File: src/rtl/control_unit.sv
// Hardwired CPU control FSM: three-step fetch (T0-T2) followed by up to five
// opcode-specific execute steps (T3-T7), with a pause on stop and a terminal HALT.
module control_unit #(
    parameter int              OP_W    = 5,
    parameter logic [OP_W-1:0] ALU_ADD = 5'b00011
) (
    input  logic            clk,
    input  logic            clr,
    input  logic [31:0]     IR_Data,
    input  logic            con_output,
    input  logic            stop,
    output logic            run,
    output logic            PC_enable,
    output logic            PC_increment_enable,
    output logic            IR_enable,
    output logic            con_enable,
    output logic            Y_enable,
    output logic            Z_enable,
    output logic            MAR_enable,
    output logic            MDR_enable,
    output logic            HI_enable,
    output logic            LO_enable,
    output logic            manual_R15_enable,
    output logic            outport_enable,
    output logic            read,
    output logic            write,
    output logic            Gra,
    output logic            Grb,
    output logic            Grc,
    output logic            r_enable,
    output logic            r_select,
    output logic            BAout,
    output logic            PC_select,
    output logic            HI_select,
    output logic            LO_select,
    output logic            Z_HI_select,
    output logic            Z_LO_select,
    output logic            MDR_select,
    output logic            inport_select,
    output logic            c_select,
    output logic [OP_W-1:0] alu_instruction
);

    typedef enum logic [3:0] {T0, T1, T2, T3, T4, T5, T6, T7, HALT} state_t;

    localparam logic [OP_W-1:0] OP_LD   = 5'b00000, OP_LDI  = 5'b00001, OP_ST   = 5'b00010;
    localparam logic [OP_W-1:0] OP_ADD  = 5'b00011, OP_SHL  = 5'b01011;
    localparam logic [OP_W-1:0] OP_ADDI = 5'b01100, OP_ORI  = 5'b01110;
    localparam logic [OP_W-1:0] OP_DIV  = 5'b01111, OP_MUL  = 5'b10000;
    localparam logic [OP_W-1:0] OP_NEG  = 5'b10001, OP_NOT  = 5'b10010;
    localparam logic [OP_W-1:0] OP_BR   = 5'b10011, OP_JR   = 5'b10100, OP_JAL  = 5'b10101;
    localparam logic [OP_W-1:0] OP_IN   = 5'b10110, OP_OUT  = 5'b10111;
    localparam logic [OP_W-1:0] OP_MFHI = 5'b11000, OP_MFLO = 5'b11001, OP_HALT = 5'b11011;

    state_t          state, next;
    logic [OP_W-1:0] opcode;
    logic            ir_unused;
    logic            is_r, is_i, is_ldi, is_ld, is_st, is_muldiv, is_neg, is_br;
    logic            is_jr, is_jal, is_in, is_out, is_mfhi, is_mflo, is_halt, has_exec;

    assign opcode    = IR_Data[31 -: OP_W];
    assign ir_unused = ^IR_Data[31-OP_W:0];

    assign is_r      = (opcode >= OP_ADD) && (opcode <= OP_SHL);
    assign is_i      = (opcode >= OP_ADDI) && (opcode <= OP_ORI);
    assign is_ldi    = (opcode == OP_LDI);
    assign is_ld     = (opcode == OP_LD);
    assign is_st     = (opcode == OP_ST);
    assign is_muldiv = (opcode == OP_DIV) || (opcode == OP_MUL);
    assign is_neg    = (opcode == OP_NEG) || (opcode == OP_NOT);
    assign is_br     = (opcode == OP_BR);
    assign is_jr     = (opcode == OP_JR);
    assign is_jal    = (opcode == OP_JAL);
    assign is_in     = (opcode == OP_IN);
    assign is_out    = (opcode == OP_OUT);
    assign is_mfhi   = (opcode == OP_MFHI);
    assign is_mflo   = (opcode == OP_MFLO);
    assign is_halt   = (opcode == OP_HALT);
    // nop and undefined opcodes have no execute steps and fall straight back to T0.
    assign has_exec  = is_r | is_i | is_ldi | is_ld | is_st | is_muldiv | is_neg | is_br |
                       is_jr | is_jal | is_in | is_out | is_mfhi | is_mflo;

    always_ff @(posedge clk) begin
        if (clr) state <= T0;
        else     state <= next;
    end

    always_comb begin
        next                = state;
        run                 = 1'b0;
        PC_enable           = 1'b0;
        PC_increment_enable = 1'b0;
        IR_enable           = 1'b0;
        con_enable          = 1'b0;
        Y_enable            = 1'b0;
        Z_enable            = 1'b0;
        MAR_enable          = 1'b0;
        MDR_enable          = 1'b0;
        HI_enable           = 1'b0;
        LO_enable           = 1'b0;
        manual_R15_enable   = 1'b0;
        outport_enable      = 1'b0;
        read                = 1'b0;
        write               = 1'b0;
        Gra                 = 1'b0;
        Grb                 = 1'b0;
        Grc                 = 1'b0;
        r_enable            = 1'b0;
        r_select            = 1'b0;
        BAout               = 1'b0;
        PC_select           = 1'b0;
        HI_select           = 1'b0;
        LO_select           = 1'b0;
        Z_HI_select         = 1'b0;
        Z_LO_select         = 1'b0;
        MDR_select          = 1'b0;
        inport_select       = 1'b0;
        c_select            = 1'b0;
        alu_instruction     = '0;

        // clr, HALT and a stalled T0 all present a fully quiet control word.
        if (!clr && state != HALT && !(state == T0 && stop)) begin
            run             = 1'b1;
            alu_instruction = (is_ld | is_ldi | is_st | is_br) ? ALU_ADD : opcode;
            case (state)
                T0: begin
                    PC_select = 1'b1; MAR_enable = 1'b1; PC_increment_enable = 1'b1;
                    next = T1;
                end
                T1: begin
                    read = 1'b1; MDR_enable = 1'b1;
                    next = T2;
                end
                T2: begin
                    MDR_select = 1'b1; IR_enable = 1'b1;
                    next = is_halt ? HALT : (has_exec ? T3 : T0);
                end
                T3: begin
                    next = T4;
                    if (is_r || is_i) begin
                        Grb = 1'b1; r_select = 1'b1; Y_enable = 1'b1;
                    end else if (is_ldi || is_ld || is_st) begin
                        Grb = 1'b1; BAout = 1'b1; Y_enable = 1'b1;
                    end else if (is_muldiv) begin
                        Gra = 1'b1; r_select = 1'b1; Y_enable = 1'b1;
                    end else if (is_neg) begin
                        Grb = 1'b1; r_select = 1'b1; Z_enable = 1'b1;
                    end else if (is_br) begin
                        Gra = 1'b1; r_select = 1'b1; con_enable = 1'b1;
                    end else if (is_jal) begin
                        PC_select = 1'b1; manual_R15_enable = 1'b1;
                    end else begin
                        next = T0;
                        if (is_jr)   begin Gra = 1'b1; r_select = 1'b1; PC_enable = 1'b1; end
                        if (is_in)   begin inport_select = 1'b1; Gra = 1'b1; r_enable = 1'b1; end
                        if (is_out)  begin Gra = 1'b1; r_select = 1'b1; outport_enable = 1'b1; end
                        if (is_mfhi) begin HI_select = 1'b1; Gra = 1'b1; r_enable = 1'b1; end
                        if (is_mflo) begin LO_select = 1'b1; Gra = 1'b1; r_enable = 1'b1; end
                    end
                end
                T4: begin
                    next = T5;
                    if (is_r) begin
                        Grc = 1'b1; r_select = 1'b1; Z_enable = 1'b1;
                    end else if (is_i || is_ldi || is_ld || is_st) begin
                        c_select = 1'b1; Z_enable = 1'b1;
                    end else if (is_muldiv) begin
                        Grb = 1'b1; r_select = 1'b1; Z_enable = 1'b1;
                    end else if (is_br) begin
                        PC_select = 1'b1; Y_enable = 1'b1;
                    end else begin
                        next = T0;
                        if (is_neg) begin Z_LO_select = 1'b1; Gra = 1'b1; r_enable = 1'b1; end
                        if (is_jal) begin Gra = 1'b1; r_select = 1'b1; PC_enable = 1'b1; end
                    end
                end
                T5: begin
                    next = T6;
                    if (is_ld || is_st) begin
                        Z_LO_select = 1'b1; MAR_enable = 1'b1;
                    end else if (is_muldiv) begin
                        Z_LO_select = 1'b1; LO_enable = 1'b1;
                    end else if (is_br) begin
                        c_select = 1'b1; Z_enable = 1'b1;
                    end else begin
                        next = T0;
                        if (is_r || is_i || is_ldi) begin
                            Z_LO_select = 1'b1; Gra = 1'b1; r_enable = 1'b1;
                        end
                    end
                end
                T6: begin
                    next = T0;
                    if (is_ld) begin
                        read = 1'b1; MDR_enable = 1'b1; next = T7;
                    end else if (is_st) begin
                        Gra = 1'b1; r_select = 1'b1; MDR_enable = 1'b1; next = T7;
                    end else if (is_muldiv) begin
                        Z_HI_select = 1'b1; HI_enable = 1'b1;
                    end else if (is_br) begin
                        Z_LO_select = 1'b1; PC_enable = con_output;
                    end
                end
                T7: begin
                    next = T0;
                    if (is_ld) begin
                        MDR_select = 1'b1; Gra = 1'b1; r_enable = 1'b1;
                    end else if (is_st) begin
                        write = 1'b1;
                    end
                end
                default: next = T0;
            endcase
        end
    end

endmodule
File: config.mk
export PLATFORM = sky130hd
export DESIGN_NAME = control_unit
export DESIGN_NICKNAME = d
export VERILOG_FILES = /design/src/rtl/control_unit.sv
export SDC_FILE = /design/constraint.sdc
export NUM_CORES = 1
export LEC_CHECK = 0
export CAP_MARGIN = 20
export CORE_MARGIN = 8
export CORE_UTILIZATION = 38
export CTS_BUF_LIST = sky130_fd_sc_hd__clkbuf_8
export DETAILED_ROUTE_END_ITERATION = 6
export MAX_ROUTING_LAYER = met4
export PLACE_DENSITY = 0.86
export RECOVER_POWER = 25
export SLEW_MARGIN = 10
export SYNTH_ARGS = -nofsm -noshare
export SYNTH_HDL_FRONTEND = slang
export SYNTH_SLANG_ARGS = --single-unit
File: constraint.sdc
create_clock -name clk -period 2.22 [get_ports clk]
set_input_delay 0.444 -clock clk [delete_from_list [all_inputs] [get_ports clk]]
set_output_delay 0.444 -clock clk [all_outputs]
set_load 0.02 [all_outputs]
**Word level (Yosys, flattened, before mapping)**

Index checks and enable logic that the tools add are counted.

- Register bits after elaboration: 4
- Input port bits: 36

- Bitwise logic cells: 16
- Eq/ne operators: 22
- Mux-type cells: 203
- Reductions and logical operators: 19
- Magnitude comparators: 4

Operator list:

| cell | number |
|---|---|
| $mux 1 | 169 |
| $eq 5x5->1 const B | 11 |
| $mux 3 | 15 |
| $pmux 4 s7 | 1 |
| $eq 4x3->1 const B | 4 |
| $or 1x1->1 | 16 |
| $pmux 1 s3 | 5 |
| $pmux 1 s2 | 7 |
| $le 5x4->1 const B | 2 |
| $logic_or 1x1->1 | 10 |
| $mux 5 | 2 |
| $eq 4x2->1 const B | 2 |
| $eq 5x1->1 const B | 1 |
| $eq 5x2->1 const B | 1 |
| $eq 5x4->1 const B | 1 |
| $ge 5x2->1 const B | 1 |
| $ge 5x4->1 const B | 1 |
| $logic_and 1x1->1 | 5 |
| $logic_not 5->1 | 1 |
| $pmux 1 s5 | 1 |
| $eq 4x1->1 const B | 1 |
| $logic_not 4->1 | 1 |
| $mux 4 | 1 |
| $ne 4x4->1 const B | 1 |
| other kinds (3) | 4 |

**Logic depth before layout (Yosys ltp)**

Gate-level depths: netlist of run 1.

- Word-level depth: 18
- Depth in mapped cells: 7
- Depth with buffers taken out: 5

**Worst setup path after synthesis of run 1**

Ideal clock, no wire load.

- Path type: register to output
- Start: reg state[0]
- End: out Grc
- Arrival time: 2.173 ns
- Stages on the path, launching flop included: 5
- Path slack: -0.397 ns
- Path through: dfxtp_1 -> buf_6 -> or4b_1 -> buf_2 -> a2111oi_0

- Cells in the longest elaborated chain, start to end: 5
- Elaborated cells on any way between the ends: 9

Ends and longest elaborated chain:

| what | line | text |
|---|---|---|
| start, declared | 55 | `state_t state, next;` |
| start signal, assigned | 85 | `else state <= next;` |
| $logic_not 4->1 | 122 | `if (!clr && state != HALT && !(state == T0 && stop)) begin` |
| $logic_and 1x1->1 | 122 |  |
| $logic_not 1->1 | 122 |  |
| $logic_and 1x1->1 | 122 |  |
| $mux 1 * | 122 |  |
| end, declared | 29 | `output logic Grc,` |

Mark *: on every way between the ends. The rest lies on a longest branch, timed or not.

**Worst setup path after layout of run 1**

- Start: reg state[2]
- End: out Gra

- Cells in the longest elaborated chain, start to end: 5
- Elaborated cells on any way between the ends: 13

Ends and longest elaborated chain:

| what | line | text |
|---|---|---|
| parallel branches: the longest is 4 deep, another holds $pmux 1 s5 | - |  |
| $mux 1 * | 122 |  |
| end, declared | 27 | `output logic Gra,` |

Every way passes the cells marked *.

==> flow_metrics.tcl, run 1 <==
set metrics [dict create \
    status "complete, but fails checks" \
    violations "setup timing" \
    largest_register_ffs 4 \
    grt_pass1_vias 2127 \
    final_hold_viol_count 0 \
    vias 2457 \
    end_kind "primary output" \
    cts_max_level 1 \
    detailed_place_hpwl_um 4170 \
    criticalPathCategory "register to primary output" \
    fin_worst_skew_ns 0.00155 \
    crit_required_ns 1.78 \
    portBuffers 42 \
    p_per_area_mw_per_mm2 265 \
    die_area_mm2 0.00501 \
    syn_nets 225 \
    ys_warn_count 0 \
    grt_max_degree 22 \
    final_nets 332 \
    clk_pin_slew_ns 0.03 \
    rows 20 \
    ff2ff_path_depth 6 \
    max_slew_margin_pct 60.1 \
    ys_types 51 \
    place_congestion 1.09 \
    drtIter0Drc 420 \
    rsz0062_at_grt "yes" \
    post-route-min-period_ns 2.62 \
    max_freq_mhz 382 \
    syn_area_mm2 0.00114 \
    critPathLaunchType "register" \
    maxCapViolations 0 \
    final_antenna_net_count 0 \
    design_area_mm2 0.00256 \
    worstPathMaxFanout 20 \
    min_period_over_period_pct 118 \
    hold_class "input pin to register" \
    synth.avg_cell_area_um2 6.03 \
    tns_ns -2.99 \
    reg2reg_from "state[3]" \
    cts_tree "built" \
    hp-start "clr" \
    p_leak_nw 1.09 \
    top_register "state" \
    ys_async_sr_fraction_pct 0 \
    ys_seq_area_share_pct 7.03 \
    ys.flop_type "dfxtp_1" \
    routedWlPerCell_um 28.6 \
    ys_ff_latch 4 \
    whs_path_depth 3 \
    drc 0 \
    dp.cells 309 \
    arrival_ns 2.18 \
    vias_per_cell 7.51 \
    die_w_um 70.8 \
    reg_top3 "state x4" \
    firstDrtPassIters 7 \
    worstMarginPinSlew_ns 0.593 \
    diodes 0 \
    syn_inst 189 \
    slew_viol_final 0 \
    rr_endpoint "state[3]" \
    post_dp_cell_area_mm2 0.00207 \
    design.core.area_mm2 0.00295 \
    grt_pass1_wl_um 11000 \
    wl_um 9360 \
    clk_path_buf_depth 2 \
    cts_root_buf "clkbuf_8" \
    cts_buffers 3 \
    worstHoldEndpoint "state[3]" \
    finalPower_mw 0.678 \
    postLayoutCoreUtil_pct 86.6 \
    stdcell_count 327 \
    drive_above_1_share_pct 59.2 \
    grt_antenna_before_repair 0 \
    vdd_ir_drop_max_mv 0.218 \
    grt.total_usage_pct 27.7 \
    setup_viol 29 \
    die_y_um 70.8 \
    worstSkewPairLatency_ns 0.22 \
    n_fill_cell 127 \
    synth_edf_count 0 \
    start_util_pct 38.6 \
    overflow 0 \
    ios 70 \
    syn2layout_area_growth_pct 124 \
    setup_ws_ns -0.401 \
    reg2reg_setup_slack_ns 0.35 \
    cts.sinks 4 \
]
[power breakdown]
| group | internal, mW | total [mW] | switching [mW] |
|---|---|---|---|
| clock | 0.116 | 0.155 | 0.0396 |
| sequential | 0.0769 | 0.0807 | 0.00378 |
| combinational | 0.187 | 0.441 | 0.254 |
| total | 0.380 | 0.678 | 0.298 |
[cells in the mapped netlist, types with 3 or more instances]
| cell | instances | share of area [%] |
|---|---|---|
| nand3_1 | 3 | 1.3 |
| or2_2 | 3 | 1.6 |
| nand2_1 | 22 | 7.2 |
| o21ai_0 | 6 | 2.6 |
| a31oi_1 | 5 | 2.7 |
| nor4_1 | 3 | 1.6 |
| nand3b_1 | 3 | 2.0 |
| a22oi_1 | 3 | 2.0 |
| clkbuf_1 | 15 | 4.9 |
| and2_1 | 3 | 1.6 |
| a32oi_1 | 3 | 2.3 |
| nor3_1 | 16 | 7.0 |
| nor2b_1 | 3 | 1.6 |
| nand2b_1 | 9 | 4.9 |
| o22ai_1 | 6 | 3.3 |
| a211oi_1 | 3 | 2.0 |
| buf_1 | 3 | 0.99 |
| dfxtp_1 | 4 | 7.0 |
| a21oi_1 | 9 | 4.0 |
| or4_1 | 4 | 2.6 |
| inv_1 | 4 | 1.3 |
| nor2_1 | 21 | 6.9 |
[layout make-up]
type	count	area (um^2)	area share, %
Clock buffer	3	41.3	1.62
Multi-Input combinational cell	160	1300	50.9
Tap cell	33	41.3	1.62
Timing Repair Buffer	123	1070	42.0
Inverter	4	15.0	0.587
Sequential cell	4	83.8	3.28
[routing by layer]
metal / part of all wire [%] / wire length [um] / up-vias / global-route usage, %
met2: 42 / 3910 / 324 / 44.6
met4: 10 / 975 / 0 / 16.2
li1: - / - / 921 / -
met1: 33 / 3070 / 1095 / 31.3
met5: 0 / 0 / - / -
met3: 15 / 1400 / 117 / 5.23
[worst max-delay path by stage]
stage          depth (start not counted)     endpoint         from  slack [ns]
3_3_place_gp                           6  Z_LO_select  IR_Data[31]       -0.92
6_report                               6          Gra     state[2]       -0.40
2_1_floorplan                          4          Grc     state[0]       -0.15
5_1_grt                                6          Gra     state[2]       -0.33
3_5_place_dp                           7    PC_enable  IR_Data[31]       -0.99
4_1_cts                                4     c_select     state[0]       -0.15
[worst max-delay path, stage by stage, from the launching register on]
cell,delay [ns]
dfxtp_1,0.38
buf_8,0.20
nand4bb_1,0.34
nor3_1,0.09
o31ai_1,0.55
a32oi_1,0.20
buf_4,0.19
[timing repair]
action,4_1_cts,5_1_grt
hold buffers,0,0
gates cloned,1,1
setup endpoints to repair,35,34
resized for setup,202,67
pin swaps,13,12
setup buffers,8,5
[through the flow]
stage | setup WS, ns | hold slack, ns
4_1_cts | -0.149 | 0.714
5_1_grt | -0.329 | 0.737
3_3_place_gp | -0.916 | 0.654
2_1_floorplan | -0.149 | 0.629
6_report | -0.401 | 0.730
3_5_place_dp | -0.990 | 0.682
[logic make-up (layout without fill, tap and decap cells)]
group | after synthesis | after routing | share of synthesized area [%]
and+or+nand+nor | 105 | 105 | 49.5
muxes | 2 | 2 | 1.76
AOI/OAI and AO/OA | 51 | 51 | 30.8
buffers and inverters | 25 | 130 | 9.33
xor gates and xnor gates | 2 | 2 | 1.54
DFF | 4 | 4 | 7.03
[placed cells by master, fill, tap and decap left out, types with 4 or more instances in the layout]
cell type,n
a21oi_1,8
a31oi_1,4
buf_2,8
buf_4,80
buf_6,15
dlygate4sd2_1,5
nand2_1,18
nand2_2,4
nand2b_1,7
nor2_1,14
nor2_2,4
nor3_1,5
nor3_2,4
nor3_4,7
o21ai_0,6
o22ai_1,5
No activity file was read; power rests on OpenSTA's default activity.
==> inputs of run 2 (changes only) <==
--- a/config.mk
+++ b/config.mk
@@ -9,10 +9,12 @@
 export CORE_MARGIN = 8
 export CORE_UTILIZATION = 38
 export CTS_BUF_LIST = sky130_fd_sc_hd__clkbuf_8
+export CTS_CLUSTER_DIAMETER = 120
 export DETAILED_ROUTE_END_ITERATION = 6
 export MAX_ROUTING_LAYER = met4
 export PLACE_DENSITY = 0.86
 export RECOVER_POWER = 25
+export SKIP_CTS_REPAIR_TIMING = 1
 export SLEW_MARGIN = 10
 export SYNTH_ARGS = -nofsm -noshare
 export SYNTH_HDL_FRONTEND = slang
==> run 2 against run 1 <==
The flow still finishes with violations (setup timing). Worst hold slack got worse by 0.11 ns. Sequential share of layout area is essentially flat. Design area down 2.9%. Largest power group unchanged. Largest cell class unchanged.
==> flow_metrics.tcl, run 2 (same netlist as run 1, synthesis figures left out) <==
set metrics [dict create \
    p_int_mw 0.372 \
    ios 70 \
    maxCapViolations 0 \
    criticalPathCategory "input pin to primary output" \
    vias_per_cell 7.22 \
    final_antenna_net_count 0 \
    grt_pass1_vias 1835 \
    max_freq_mhz 397 \
    top_register "state" \
    arrival_ns 2.08 \
    end_kind "primary output" \
    cts_buffers 3 \
    reg_top3 "state x4" \
    combPwrFrac_pct 63.1 \
    routedWlPerCell_um 25.4 \
    wl_um 8260 \
    syn2layout_area_growth_pct 118 \
    cts_tree "built" \
    vdd_ir_drop_max_mv 0.227 \
    grt_pass1_wl_um 8930 \
    clk_pin_slew_ns 0.04 \
    rsz0062_at_grt "yes" \
    finalPower_mw 0.660 \
    die_area_mm2 0.00501 \
    p_leak_nw 1.12 \
    tns_ns -2.55 \
    power_frac_seq_pct 12.0 \
    pwr-share-clk_pct 24.9 \
    setup_viol 26 \
    cts_max_level 1 \
    swShare_pct 43.7 \
    mostFrequentLayoutCell "buf_4" \
    switchingPower_mw 0.288 \
    layout_common_cells "buf_4 (79), nand2_1 (20), buf_6 (19)" \
    final_hold_viol_count 0 \
    status "complete, but fails checks" \
    n_fill_cell 132 \
    design.core.area_mm2 0.00295 \
    worstSkewPairLatency_ns 0.22 \
    worstMarginPinSlew_ns 0.556 \
    drtIter0Drc 459 \
    path_buf_inv 3 \
    die_y_um 70.8 \
    post-route-min-period_ns 2.52 \
    grt.total_usage_pct 22.0 \
    vias 2348 \
    max_slew_margin_pct 62.6 \
    final_nets 330 \
    clk_path_buf_depth 2 \
    grt_max_degree 23 \
    cpMaxStageDelayCell "a211oi_1" \
    critPathLaunchType "input pin" \
    setup_ws_ns -0.301 \
    portBuffers 42 \
    hold_class "input pin to register" \
    worstPathMaxFanout 20 \
    violations "setup timing" \
    slew_viol_final 0 \
    cts.sinks 4 \
    fin_worst_skew_ns 0.00292 \
    cts_root_buf "clkbuf_8" \
    grt_antenna_before_repair 0 \
    drive_above_1_share_pct 56.8 \
    min_period_over_period_pct 114 \
    overflow 0 \
    detailed_place_hpwl_um 4170 \
    drc 0 \
    path_cells "clkbuf_2 -> buf_8 -> nand3b_1 -> a211oi_1 -> a41oi_1 -> a32oi_1 -> buf_4" \
    place_congestion 1.09 \
    largest_register_ffs 4 \
    rows 20 \
    firstDrtPassIters 6 \
    crit_family "compound AO/OA/AOI/OAI gates" \
    die_w_um 70.8 \
    crit_required_ns 1.78 \
    max_stage_delay_ns 0.39 \
    p_per_area_mw_per_mm2 266 \
    start_util_pct 38.6 \
    diodes 0 \
]
-- run 2: power by group through the flow --
stage | logic, mW | registers, mW | clock network, mW
2_1_floorplan | 0.158 | 0.0798 | 0
3_3_place_gp | 0.306 | 0.0786 | 0
3_5_place_dp | 0.315 | 0.0787 | 0
4_1_cts | 0.320 | 0.0778 | 0.153
5_1_grt | 0.423 | 0.0791 | 0.173
6_report | 0.416 | 0.0791 | 0.165
-- run 2: final timing paths --
check | from | end | slack (ns) | cells past startpoint
hold reg to reg | state[3] | state[3] | 0.65 | 3
setup / recovery | IR_Data[31] | Gra | -0.30 | 7
hold / removal | clr | state[3] | 0.62 | 3
setup reg to reg | state[3] | state[3] | 0.31 | 8
-- run 2: layout make-up --
class / instances / area, um^2 / area share (%)
multi-input combinational: 160 / 1260 / 50.7
timing repair buffer: 121 / 1040 / 42.0
sequential: 4 / 82.6 / 3.33
clock buffer: 3 / 41.3 / 1.66
tap: 33 / 41.3 / 1.66
inverter: 4 / 15.0 / 0.605
-- run 2: worst register-to-register path: stages, from the launching register on --
cell      delay, ns
dfxtp_2        0.32
buf_6          0.15
buf_4          0.15
nor2_1         0.21
buf_4          0.18
buf_4          0.11
nand3b_1       0.10
or4_1          0.44
a21oi_1        0.18
-- run 2: layer usage --
| metal | vias up | track usage [%] | wire [um] |
|---|---|---|---|
| met4 | 0 | 11.5 | 648 |
| met2 | 280 | 34.6 | 3510 |
| met5 | - | - | 0 |
| li1 | 916 | - | - |
| met3 | 95 | 3.81 | 1160 |
| met1 | 1057 | 26.3 | 2940 |
-- run 2: stage by stage --
step | hold slack (ns) | utilization [%] | instances | worst slack, ns | area, um^2
after global routing | 0.628 | 84.0 | 325 | -0.290 | 2480
after floorplan | 0.629 | - | 189 | -0.149 | 1200
after CTS | 0.685 | 71.4 | 312 | -0.995 | 2110
final | 0.617 | 84.0 | 325 | -0.301 | 2480
after detailed placement | 0.682 | 70.0 | 309 | -0.990 | 2070
after global placement | 0.654 | 70.0 | 309 | -0.916 | 2070
